==> src/rtl/fetch_sequencer_if.sv <==
// Handshake/bus bundle between the hazard/EX logic and the fetch sequencer.
// Optional perf counters exist only when FETCH_PERF_CNT_EN is defined.
interface fetch_sequencer_if #(
  parameter int PC_SIZE = 32
);
  logic               branch_taken;
  logic [PC_SIZE-1:0] branch_target;
  logic               load_use_hazard;
  logic               halt_detect;
  logic               resume;
  logic               PCScr;
  logic [PC_SIZE-1:0] PC_jump;
  logic               pc_write_en;
  logic               ifid_write_en;
  logic               ifid_flush;
  logic [2:0]         fetch_state;
  logic               stall_timeout;
`ifdef FETCH_PERF_CNT_EN
  logic [31:0]        perf_stall_cycles;
  logic [31:0]        perf_redirects;
`endif

  modport master (
    output branch_taken, branch_target, load_use_hazard, halt_detect, resume,
    input  PCScr, PC_jump, pc_write_en, ifid_write_en, ifid_flush,
    input  fetch_state, stall_timeout
`ifdef FETCH_PERF_CNT_EN
    , input perf_stall_cycles, perf_redirects
`endif
  );

  modport slave (
    input  branch_taken, branch_target, load_use_hazard, halt_detect, resume,
    output PCScr, PC_jump, pc_write_en, ifid_write_en, ifid_flush,
    output fetch_state, stall_timeout
`ifdef FETCH_PERF_CNT_EN
    , output perf_stall_cycles, perf_redirects
`endif
  );
endinterface

==> src/rtl/fetch_sequencer.sv <==
// IF-stage control FSM: merges branch redirects, load-use stalls and
// halt/resume into PC mux select and PC / IF-ID enables and flush.
// Optional macro FETCH_PERF_CNT_EN adds stall-cycle and redirect counters.
module fetch_sequencer #(
  parameter int PC_SIZE       = 32,
  parameter int BOOT_CYCLES   = 2,
  parameter int FLUSH_DEPTH   = 1,
  parameter int STALL_TIMEOUT = 255
) (
  input  logic              clock,
  input  logic              reset,
  fetch_sequencer_if.slave  bus
);

  localparam int MAX_AB = (BOOT_CYCLES > FLUSH_DEPTH) ? BOOT_CYCLES : FLUSH_DEPTH;
  localparam int MAX_P  = (MAX_AB > STALL_TIMEOUT) ? MAX_AB : STALL_TIMEOUT;
  localparam int CW     = $clog2(MAX_P) + 1;

  localparam logic [CW-1:0] CNT_ONE    = CW'(1);
  localparam logic [CW-1:0] BOOT_LAST  = CW'(BOOT_CYCLES - 1);
  localparam logic [CW-1:0] FLUSH_LAST = CW'(FLUSH_DEPTH - 1);
  localparam logic [CW-1:0] STALL_LAST = CW'(STALL_TIMEOUT - 1);
  localparam logic [CW-1:0] STALL_MAX  = CW'(STALL_TIMEOUT);

  typedef enum logic [2:0] {
    ST_BOOT     = 3'd0,
    ST_RUN      = 3'd1,
    ST_STALL    = 3'd2,
    ST_REDIRECT = 3'd3,
    ST_HALT     = 3'd4
  } state_t;

  state_t             r_state, w_state_nxt;
  logic [CW-1:0]      r_cnt, w_cnt_nxt;
  logic [CW-1:0]      r_stall_cnt;
  logic [PC_SIZE-1:0] r_target_q, w_target_nxt;
  logic               r_stall_timeout;
  logic               w_redirect_evt;
  logic               w_pcscr, w_pc_we, w_ifid_we, w_flush;

  // Next-state: one event acted on per edge, branch > load-use > halt
  always_comb begin
    w_state_nxt    = r_state;
    w_cnt_nxt      = r_cnt;
    w_target_nxt   = r_target_q;
    w_redirect_evt = 1'b0;
    unique case (r_state)
      ST_BOOT: begin
        if (r_cnt == BOOT_LAST) begin
          w_state_nxt = ST_RUN;
          w_cnt_nxt   = '0;
        end else begin
          w_cnt_nxt = r_cnt + CNT_ONE;
        end
      end
      ST_RUN, ST_STALL: begin
        if (bus.branch_taken) begin
          w_state_nxt    = ST_REDIRECT;
          w_cnt_nxt      = '0;
          w_target_nxt   = bus.branch_target;
          w_redirect_evt = 1'b1;
        end else if (bus.load_use_hazard) begin
          w_state_nxt = ST_STALL;
        end else if (bus.halt_detect) begin
          w_state_nxt = ST_HALT;
        end else begin
          w_state_nxt = ST_RUN;
        end
      end
      ST_REDIRECT: begin
        if (bus.branch_taken) begin
          w_cnt_nxt      = '0;
          w_target_nxt   = bus.branch_target;
          w_redirect_evt = 1'b1;
        end else if (r_cnt == FLUSH_LAST) begin
          w_state_nxt = ST_RUN;
          w_cnt_nxt   = '0;
        end else begin
          w_cnt_nxt = r_cnt + CNT_ONE;
        end
      end
      ST_HALT: begin
        if (bus.resume) w_state_nxt = ST_RUN;
      end
      default: begin
        w_state_nxt = ST_BOOT;
        w_cnt_nxt   = '0;
      end
    endcase
  end

  // Moore output decode from registered state and counter
  always_comb begin
    w_pcscr   = 1'b0;
    w_pc_we   = 1'b0;
    w_ifid_we = 1'b0;
    w_flush   = 1'b1;
    unique case (r_state)
      ST_RUN: begin
        w_pc_we   = 1'b1;
        w_ifid_we = 1'b1;
        w_flush   = 1'b0;
      end
      ST_STALL: begin
        w_flush = 1'b0;
      end
      ST_REDIRECT: begin
        w_pcscr   = (r_cnt == '0);
        w_pc_we   = 1'b1;
        w_ifid_we = 1'b1;
      end
      default: begin
        w_flush = 1'b1;
      end
    endcase
  end

  // State, redirect counter and captured target
  always_ff @(posedge clock) begin
    if (reset) begin
      r_state    <= ST_BOOT;
      r_cnt      <= '0;
      r_target_q <= '0;
    end else begin
      r_state    <= w_state_nxt;
      r_cnt      <= w_cnt_nxt;
      r_target_q <= w_target_nxt;
    end
  end

  // Stall watchdog: flag rises at the edge that completes the
  // STALL_TIMEOUT-th consecutive STALL cycle, then stays until reset
  always_ff @(posedge clock) begin
    if (reset) begin
      r_stall_cnt     <= '0;
      r_stall_timeout <= 1'b0;
    end else if (r_state == ST_STALL) begin
      if (r_stall_cnt != STALL_MAX) r_stall_cnt <= r_stall_cnt + CNT_ONE;
      if (r_stall_cnt == STALL_LAST) r_stall_timeout <= 1'b1;
    end else begin
      r_stall_cnt <= '0;
    end
  end

`ifdef FETCH_PERF_CNT_EN
  logic [31:0] r_perf_stall, r_perf_redir;

  // Saturating performance counters
  always_ff @(posedge clock) begin
    if (reset) begin
      r_perf_stall <= '0;
      r_perf_redir <= '0;
    end else begin
      if (r_state == ST_STALL && r_perf_stall != '1) r_perf_stall <= r_perf_stall + 32'd1;
      if (w_redirect_evt && r_perf_redir != '1) r_perf_redir <= r_perf_redir + 32'd1;
    end
  end

  assign bus.perf_stall_cycles = r_perf_stall;
  assign bus.perf_redirects    = r_perf_redir;
`endif

  assign bus.PCScr         = w_pcscr;
  assign bus.PC_jump       = r_target_q;
  assign bus.pc_write_en   = w_pc_we;
  assign bus.ifid_write_en = w_ifid_we;
  assign bus.ifid_flush    = w_flush;
  assign bus.fetch_state   = r_state;
  assign bus.stall_timeout = r_stall_timeout;

endmodule
==> src/flat_wrapper.sv <==
// flat-port wrapper written by rule: the top's interface ports become plain ports
module fetch_sequencer_flat 
#(
  parameter int PC_SIZE       = 32,
  parameter int BOOT_CYCLES   = 2,
  parameter int FLUSH_DEPTH   = 1,
  parameter int STALL_TIMEOUT = 255
)
  (clock, reset, bus_branch_taken, bus_branch_target, bus_load_use_hazard, bus_halt_detect, bus_resume, bus_PCScr, bus_PC_jump, bus_pc_write_en, bus_ifid_write_en, bus_ifid_flush, bus_fetch_state, bus_stall_timeout);
  fetch_sequencer_if #(.PC_SIZE(PC_SIZE)) bus_i ();
  input  logic clock;
  input  logic reset;
  input wire logic [$bits(bus_i.branch_taken)-1:0] bus_branch_taken;
  input wire logic [$bits(bus_i.branch_target)-1:0] bus_branch_target;
  input wire logic [$bits(bus_i.load_use_hazard)-1:0] bus_load_use_hazard;
  input wire logic [$bits(bus_i.halt_detect)-1:0] bus_halt_detect;
  input wire logic [$bits(bus_i.resume)-1:0] bus_resume;
  output wire logic [$bits(bus_i.PCScr)-1:0] bus_PCScr;
  output wire logic [$bits(bus_i.PC_jump)-1:0] bus_PC_jump;
  output wire logic [$bits(bus_i.pc_write_en)-1:0] bus_pc_write_en;
  output wire logic [$bits(bus_i.ifid_write_en)-1:0] bus_ifid_write_en;
  output wire logic [$bits(bus_i.ifid_flush)-1:0] bus_ifid_flush;
  output wire logic [$bits(bus_i.fetch_state)-1:0] bus_fetch_state;
  output wire logic [$bits(bus_i.stall_timeout)-1:0] bus_stall_timeout;
  assign bus_i.branch_taken = bus_branch_taken;
  assign bus_i.branch_target = bus_branch_target;
  assign bus_i.load_use_hazard = bus_load_use_hazard;
  assign bus_i.halt_detect = bus_halt_detect;
  assign bus_i.resume = bus_resume;
  assign bus_PCScr = bus_i.PCScr;
  assign bus_PC_jump = bus_i.PC_jump;
  assign bus_pc_write_en = bus_i.pc_write_en;
  assign bus_ifid_write_en = bus_i.ifid_write_en;
  assign bus_ifid_flush = bus_i.ifid_flush;
  assign bus_fetch_state = bus_i.fetch_state;
  assign bus_stall_timeout = bus_i.stall_timeout;
  fetch_sequencer #(.PC_SIZE(PC_SIZE), .BOOT_CYCLES(BOOT_CYCLES), .FLUSH_DEPTH(FLUSH_DEPTH), .STALL_TIMEOUT(STALL_TIMEOUT)) u_core (.clock(clock), .reset(reset), .bus(bus_i));
endmodule
==> config.mk <==
export PLATFORM = sky130hd
export DESIGN_NAME = fetch_sequencer_flat
export DESIGN_NICKNAME = d
export VERILOG_FILES = /design/src/rtl/fetch_sequencer_if.sv /design/src/rtl/fetch_sequencer.sv /design/src/flat_wrapper.sv
export SDC_FILE = /design/constraint.sdc
export NUM_CORES = 1
export LEC_CHECK = 0
export BUFFER_PORTS_ARGS = -buffer_cell sky130_fd_sc_hd__buf_2
export CAP_MARGIN = 30
export CORE_MARGIN = 2
export CORE_UTILIZATION = 40
export CTS_BUF_LIST = sky130_fd_sc_hd__clkbuf_2 sky130_fd_sc_hd__clkbuf_4 sky130_fd_sc_hd__clkbuf_8
export CTS_CLUSTER_SIZE = 10
export DETAILED_ROUTE_END_ITERATION = 7
export GPL_TIMING_DRIVEN = 0
export PLACE_DENSITY_LB_ADDON = 0.15
export SKIP_CTS_REPAIR_TIMING = 1
export SLEW_MARGIN = 20
export SYNTH_ARGS = -nofsm -noshare
export SYNTH_HDL_FRONTEND = slang
export SYNTH_SLANG_ARGS = --single-unit
==> constraint.sdc <==
create_clock -name clock -period 2.2 [get_ports clock]
set_clock_uncertainty 0.15 [all_clocks]
set_input_delay 0.22 -clock clock [delete_from_list [all_inputs] [get_ports clock]]
set_output_delay 0.22 -clock clock [all_outputs]
set_load 0.01 [all_outputs]
==> results of run 1 <==
## through the flow
step | power (mW) | worst slack [ps]
floorplan | 1.80 | 354
global placement | 2.09 | 151
detailed placement | 2.11 | 111
CTS | 2.67 | 89.8
global route | 2.85 | 5.91
finish | 2.66 | 150
## worst register-to-register path, stage by stage, from the launching register on
cell and delay (ps):
dfxtp_1 300, buf_2 160, nor4_2 460, a31oi_2 250, o31ai_2 490, nor2_1 90
## placed cells by master (no fill, tap or decap), types with 2 or more instances in the layout
cell / Yosys / routed
o21ai_0: 8 / 8
or3_1: 7 / 7
clkinv_2: 0 / 2
inv_1: 7 / 7
o31ai_1: 2 / 2
o211ai_1: 2 / 2
nand2b_1: 2 / 2
or4_1: 2 / 2
and2_1: 2 / 2
xnor2_1: 2 / 2
dfxtp_1: 54 / 54
nor3b_1: 3 / 2
buf_4: 2 / 3
nand4_1: 2 / 2
nand3_1: 7 / 7
nor2b_1: 3 / 2
dlygate4sd3_1: 0 / 13
a31oi_2: 2 / 2
clkbuf_1: 13 / 11
nand2_1: 74 / 74
ha_1: 6 / 5
a21oi_1: 48 / 48
clkbuf_2: 0 / 2
nor2_1: 18 / 18
xor2_1: 3 / 3
and3_1: 2 / 2
a21o_1: 2 / 2
nor4b_1: 3 / 3
buf_2: 2 / 78
clkbuf_8: 0 / 5
## state kept, by name, indices dropped and copies added (netlist names)
register                  count
u_core.bus.PC_jump           32
u_core.r_cnt                  9
u_core.r_stall_cnt            9
u_core.bus.fetch_state        3
u_core.bus.stall_timeout      1
## power groups by stage
stage / Sequential, mW / Clock (mW) / Combinational (mW)
global placement: 1.20 / 0 / 0.887
floorplan: 1.25 / 0 / 0.546
finish: 1.19 / 0.553 / 0.917
detailed placement: 1.21 / 0 / 0.900
global route: 1.21 / 0.610 / 1.04
CTS: 1.18 / 0.581 / 0.903
## Yosys cell counts, types with 2 or more instances
library cell / n
nand2_1: 74
dfxtp_1: 54
a21oi_1: 48
nor2_1: 18
clkbuf_1: 13
o21ai_0: 8
inv_1: 7
nand3_1: 7
or3_1: 7
ha_1: 6
nor2b_1: 3
nor3b_1: 3
nor4b_1: 3
xor2_1: 3
a21o_1: 2
a31oi_2: 2
and2_1: 2
and3_1: 2
buf_2: 2
buf_4: 2
nand2b_1: 2
nand4_1: 2
o211ai_1: 2
o31ai_1: 2
or4_1: 2
xnor2_1: 2
## kinds of logic (layout without fill, tap and decap cells)
logic type	count (synthesis)	after routing	synth area share, %
adder cells (fa/ha/maj)	6	6	3.21
AND/OR/NAND/NOR	133	133	26.8
buffers and inverters	25	123	4.44
AO/OA/AOI/OAI	71	71	17.5
XOR/XNOR	5	5	1.87
flip-flops	54	54	46.2
## metal layers
layer	vias up	part of all wire, %	global-route usage [%]
li1	1192	-	-
met1	1033	48	23.0
met2	51	45	29.4
met3	6	5.1	5.39
met4	0	1.4	5.08
met5	-	0	0
## final cells by class
class / instances / area share (%)
Timing Repair Buffer: 90 / 17.0
Clock inverter: 3 / 0.616
Inverter: 7 / 0.862
Multi-Input combinational cell: 215 / 38.2
Sequential cell: 54 / 35.5
Tap cell: 72 / 2.96
Buffer: 18 / 2.63
Clock buffer: 5 / 2.26
## how the worst max path moves through the flow
stage                                    startpoint                endpoint  cells after the start
after floorplan               u_core.r_stall_cnt[0]   u_core.r_stall_cnt[5]                      6
after global placement    u_core.bus.fetch_state[2]  u_core.bus.PC_jump[20]                      5
after detailed placement  u_core.bus.fetch_state[2]   u_core.bus.PC_jump[7]                      5
after CTS                 u_core.bus.fetch_state[2]   u_core.bus.PC_jump[7]                      5
after global routing      u_core.bus.fetch_state[1]               bus_PCScr                      5
final                     u_core.bus.fetch_state[1]               bus_PCScr                      5
==> impl_metrics.py, run 1 <==
metrics = {
    "outcome": {
        "status": "finished with violations",
        "violations": "hold timing",
    },
    "grt": {
        "grtUsageTotal_pct": 18.0,
        "antenna_found_initial": 0,
        "grt_start_max_net_pins": 18,
        "first_global_vias": 2105,
        "grt_pass1_wl_um": 9290,
        "grt.overflow.total": 0,
    },
    "routing": {
        "firstDrtPassIters": 4,
        "wirelength_um": 5640,
        "vias_per_cell": 4.92,
        "ant_nets": 0,
        "wl_per_cell_um": 12.2,
        "drc": 0,
        "vias": 2282,
        "drt_iter0_markers": 107,
    },
    "layout": {
        "final_cell_area_um2": 3050,
        "area_delta_synth_final_pct": 30.3,
        "drive_above_1_share_pct": 25.8,
        "diodes": 0,
        "fin_util_pct": 54.7,
        "fin_nets": 435,
        "final-instance-count-excl-fill": 464,
        "num-fill-cells": 559,
        "multiInputGateArea_um2": 1160,
        "regArea_um2": 1080,
    },
    "setup_path": {
        "cp.arrival_ps": 1680,
        "path_cells": "clkbuf_1 -> and3_1 -> nand3_1 -> nor2_1 -> buf_2",
        "r2r-start": "u_core.r_cnt[2]",
        "critical-path-top-delay-family": "buffers and inverters",
        "worst-path-max-fanout": 10,
        "crit_required_ps": 1830,
        "rrSetupSlack_ps": 170,
        "crit_type": "reg2out",
        "cp_num_buf_inv": 2,
        "r2r_cells": 5,
        "worst_r2r_endpoint": "u_core.r_cnt[4]",
        "cp_slowest_cell": "dfxtp_1",
        "critPathLaunchType": "flop",
        "critPathMaxStageDelay_ps": 460,
        "crit_path_end_kind": "primary output",
    },
    "pwr": {
        "clock_power_share_pct": 20.8,
        "netSwitchingPower_uw": 955,
        "seqPwrFrac_pct": 44.6,
        "irDropWorstVdd_v": 0.000528,
        "power_density_nw_per_um2": 872,
        "p_comb_share_pct": 34.5,
        "p_int_mw": 1.70,
        "p_leak_nw": 1.27,
        "swShare_pct": 35.9,
    },
    "logic_synthesis": {
        "synth_top_cell_area_share_pct": 46.2,
        "syn_area_um2": 2340,
        "synth_edf_count": 0,
        "synth-seq-area-share_pct": 46.2,
        "yosys-top-cells-area": "dfxtp_1 46%, nand2_1 12%, a21oi_1 10%",
        "synth_ff_type": "dfxtp_1",
        "yosysUniqueCellTypes": 42,
        "synthesis.instances": 294,
        "yosys_warnings": 0,
        "synthArstFlopShare_pct": 0,
        "synth_largest_area_cell": "dfxtp_1",
        "synth_nets": 338,
        "syn_area_per_cell_um2": 7.96,
        "yosys_register_bits": 54,
    },
    "cts": {
        "tritoncts": "yes",
        "htree_levels": 2,
        "clock_path_buffers": 2,
        "cts_root_buf": "clkbuf_8",
        "numCtsBuffers": 5,
        "worstSkewPairLatency_ps": 310,
        "clock-sinks": 54,
        "cts.clk_slew.worst_paths_ps": 100,
    },
    "timing": {
        "tightestPinTransition_ps": 512,
        "timing.fmax_mhz": 488,
        "report.final.setup_viol": 0,
        "hold_violations": 12,
        "rsz0062_at_grt": "no",
        "fin_crit_sh_pct": 93.2,
        "whs_ps": -12.0,
        "slew_violations": 0,
        "maxSlewHeadroom_pct": 65.6,
        "fin_crit_ps": 2050,
        "fin_setup_tns_ps": 0,
    },
    "floorplan": {
        "io-pin-count": 78,
        "chipHeight_um": 80.5,
        "start_util_pct": 42.0,
        "die_area_um2": 6480,
        "rows": 27,
        "core_area_um2": 5570,
        "die_w_um": 80.5,
    },
    "worst_hold_path": {
        "min_to": "u_core.bus.PC_jump[19]",
        "hold_depth": 3,
        "min_path_type": "in2reg",
        "hp-start": "bus_branch_target[19]",
    },
    "placement": {
        "hpwl_um": 3920,
        "gp_congestion": 0.716,
        "place_area_um2": 2810,
        "dp.cells": 442,
        "io_buffers": 76,
    },
    "job": {
        "max_cap_viol_count": 0,
    },
}
Power figures use the tool's default switching activity.
==> run 2: changes to the inputs <==
==> constraint.sdc (replaced) <==
create_clock -name clock -period 2.2 [get_ports clock]
set_clock_uncertainty 0.15 [all_clocks]
set_input_delay 0 -clock clock [delete_from_list [all_inputs] [get_ports clock]]
set_output_delay 0 -clock clock [all_outputs]
set_load 0.01 [all_outputs]
==> impl_metrics.py, run 2 (synthesis gave the netlist of run 1 again) <==
metrics = {
    "outcome": {
        "status": "finished with violations",
        "violations": "hold timing",
    },
    "timing": {
        "rsz0062_at_grt": "no",
        "timing.fmax_mhz": 492,
        "slew_violations": 0,
        "whs_ps": -48.6,
        "report.final.setup_viol": 0,
        "maxSlewHeadroom_pct": 65.7,
        "fin_crit_sh_pct": 92.4,
        "fin_setup_tns_ps": 0,
        "tightestPinTransition_ps": 511,
        "hold_violations": 3,
        "fin_crit_ps": 2030,
    },
    "pwr": {
        "seqPwrFrac_pct": 44.1,
        "swShare_pct": 35.8,
        "power_density_nw_per_um2": 826,
        "p_leak_nw": 1.36,
        "irDropWorstVdd_v": 0.000604,
        "netSwitchingPower_uw": 963,
        "clock_power_share_pct": 20.6,
        "p_int_mw": 1.73,
        "p_comb_share_pct": 35.3,
    },
    "setup_path": {
        "crit_type": "reg2reg",
        "critPathMaxStageDelay_ps": 490,
        "crit_path_end_kind": "flop",
        "cp_slowest_cell": "o31ai_2",
        "crit_required_ps": 2230,
        "path_cells": "buf_2 -> nor4_2 -> a31oi_2 -> o31ai_2 -> nor2_1",
        "startpoint": "u_core.r_cnt[2]",
        "critPathLaunchType": "flop",
        "worst-path-max-fanout": 9,
        "r2r_cells": 5,
        "r2r-start": "u_core.r_cnt[2]",
        "cp.arrival_ps": 2070,
    },
    "worst_hold_path": {
        "hold_depth": 4,
        "hp-start": "bus_load_use_hazard",
        "min_path_type": "in2reg",
    },
    "routing": {
        "drt_iter0_markers": 99,
        "wirelength_um": 6010,
        "drc": 0,
        "vias": 2363,
        "firstDrtPassIters": 4,
        "wl_met3_um": 292,
        "wl_per_cell_um": 12.4,
        "ant_nets": 0,
        "drt-met1-wl_um": 2800,
        "dr_wl_met2_um": 2860,
        "vias_per_cell": 4.87,
        "top_layer_used": "met4",
    },
    "layout": {
        "largest_reg_flops": 32,
        "fin_util_pct": 58.5,
        "diodes": 0,
        "drive_above_1_share_pct": 24.5,
        "final_cell_mix": "78 x buf_2, 74 x nand2_1, 54 x dfxtp_1",
        "area_delta_synth_final_pct": 39.3,
        "fin_nets": 456,
        "layout_commonest_cell": "buf_2",
    },
    "floorplan": {
        "rows": 27,
        "start_util_pct": 42.0,
        "die_w_um": 80.5,
        "core_area_um2": 5570,
        "die_area_um2": 6480,
        "chipHeight_um": 80.5,
        "io-pin-count": 78,
    },
    "grt": {
        "grt_start_max_net_pins": 18,
        "grtUsageTotal_pct": 18.0,
        "first_global_vias": 2105,
        "grt_pass1_wl_um": 9290,
        "grt.overflow.total": 0,
        "antenna_found_initial": 0,
    },
    "cts": {
        "cts_root_buf": "clkbuf_8",
        "tritoncts": "yes",
        "clock-sinks": 54,
        "numCtsBuffers": 5,
        "cts.clk_slew.worst_paths_ps": 100,
        "worstSkewPairLatency_ps": 300,
        "clock_path_buffers": 2,
        "htree_levels": 2,
    },
    "job": {
        "max_cap_viol_count": 0,
    },
    "placement": {
        "hpwl_um": 3920,
        "gp_congestion": 0.716,
        "io_buffers": 76,
    },
}
## run 2: changes by cell type in the layout (fill, tap and decap cells not counted)
cell / delta
dlygate4sd3_1: +21
## run 2: final cells by class
cell class,count,area (um2)
Fill cell,530,2320
Multi-Input combinational cell,215,1160
Sequential cell,54,1080
Timing Repair Buffer,111,728
Tap cell,72,90.1
Buffer,18,80.1
Clock buffer,5,68.8
Inverter,7,26.3
Clock inverter,3,18.8
## run 2: worst paths after layout
path                                                   to  slack (ps)
worst max-delay path                      u_core.r_cnt[4]         170
worst min register to register      u_core.bus.PC_jump[1]         310
worst max register to register            u_core.r_cnt[4]         170
worst min-delay path            u_core.bus.fetch_state[2]         -50
## run 2: power groups by stage
stage / sequential, mW / clock (mW) / combinational, mW
after floorplan: 1.25 / 0 / 0.546
after global placement: 1.20 / 0 / 0.887
after detailed placement: 1.21 / 0 / 0.900
after CTS: 1.18 / 0.581 / 0.903
after global routing: 1.21 / 0.614 / 1.07
final: 1.19 / 0.554 / 0.948
## run 2: critical path: cells and delay by family, from the launching register on
family	cells	cell delay (ps)
AO/OA/AOI/OAI	2	740
AND/OR/NAND/NOR	2	550
flip-flops	1	300
buffers and inverters	1	160
## run 2: per-layer routing
metal  up-vias  global-route usage, %
met5         -                      0
met4         0                   5.08
met3         4                   5.39
met2        51                   29.4
met1      1071                   23.0
li1       1237                      -
## run 2: metrics by stage
step	std cells	setup slack, ps	cell area, um2	hold slack [ps]	power [mW]
after floorplan	294	354	2340	-14.0	1.80
after global placement	442	151	2810	90.8	2.09
after detailed placement	442	111	2810	96.8	2.11
after CTS	450	89.8	2900	-243	2.67
after global routing	485	40.0	3260	4.48	2.89
final	485	167	3260	-48.6	2.69
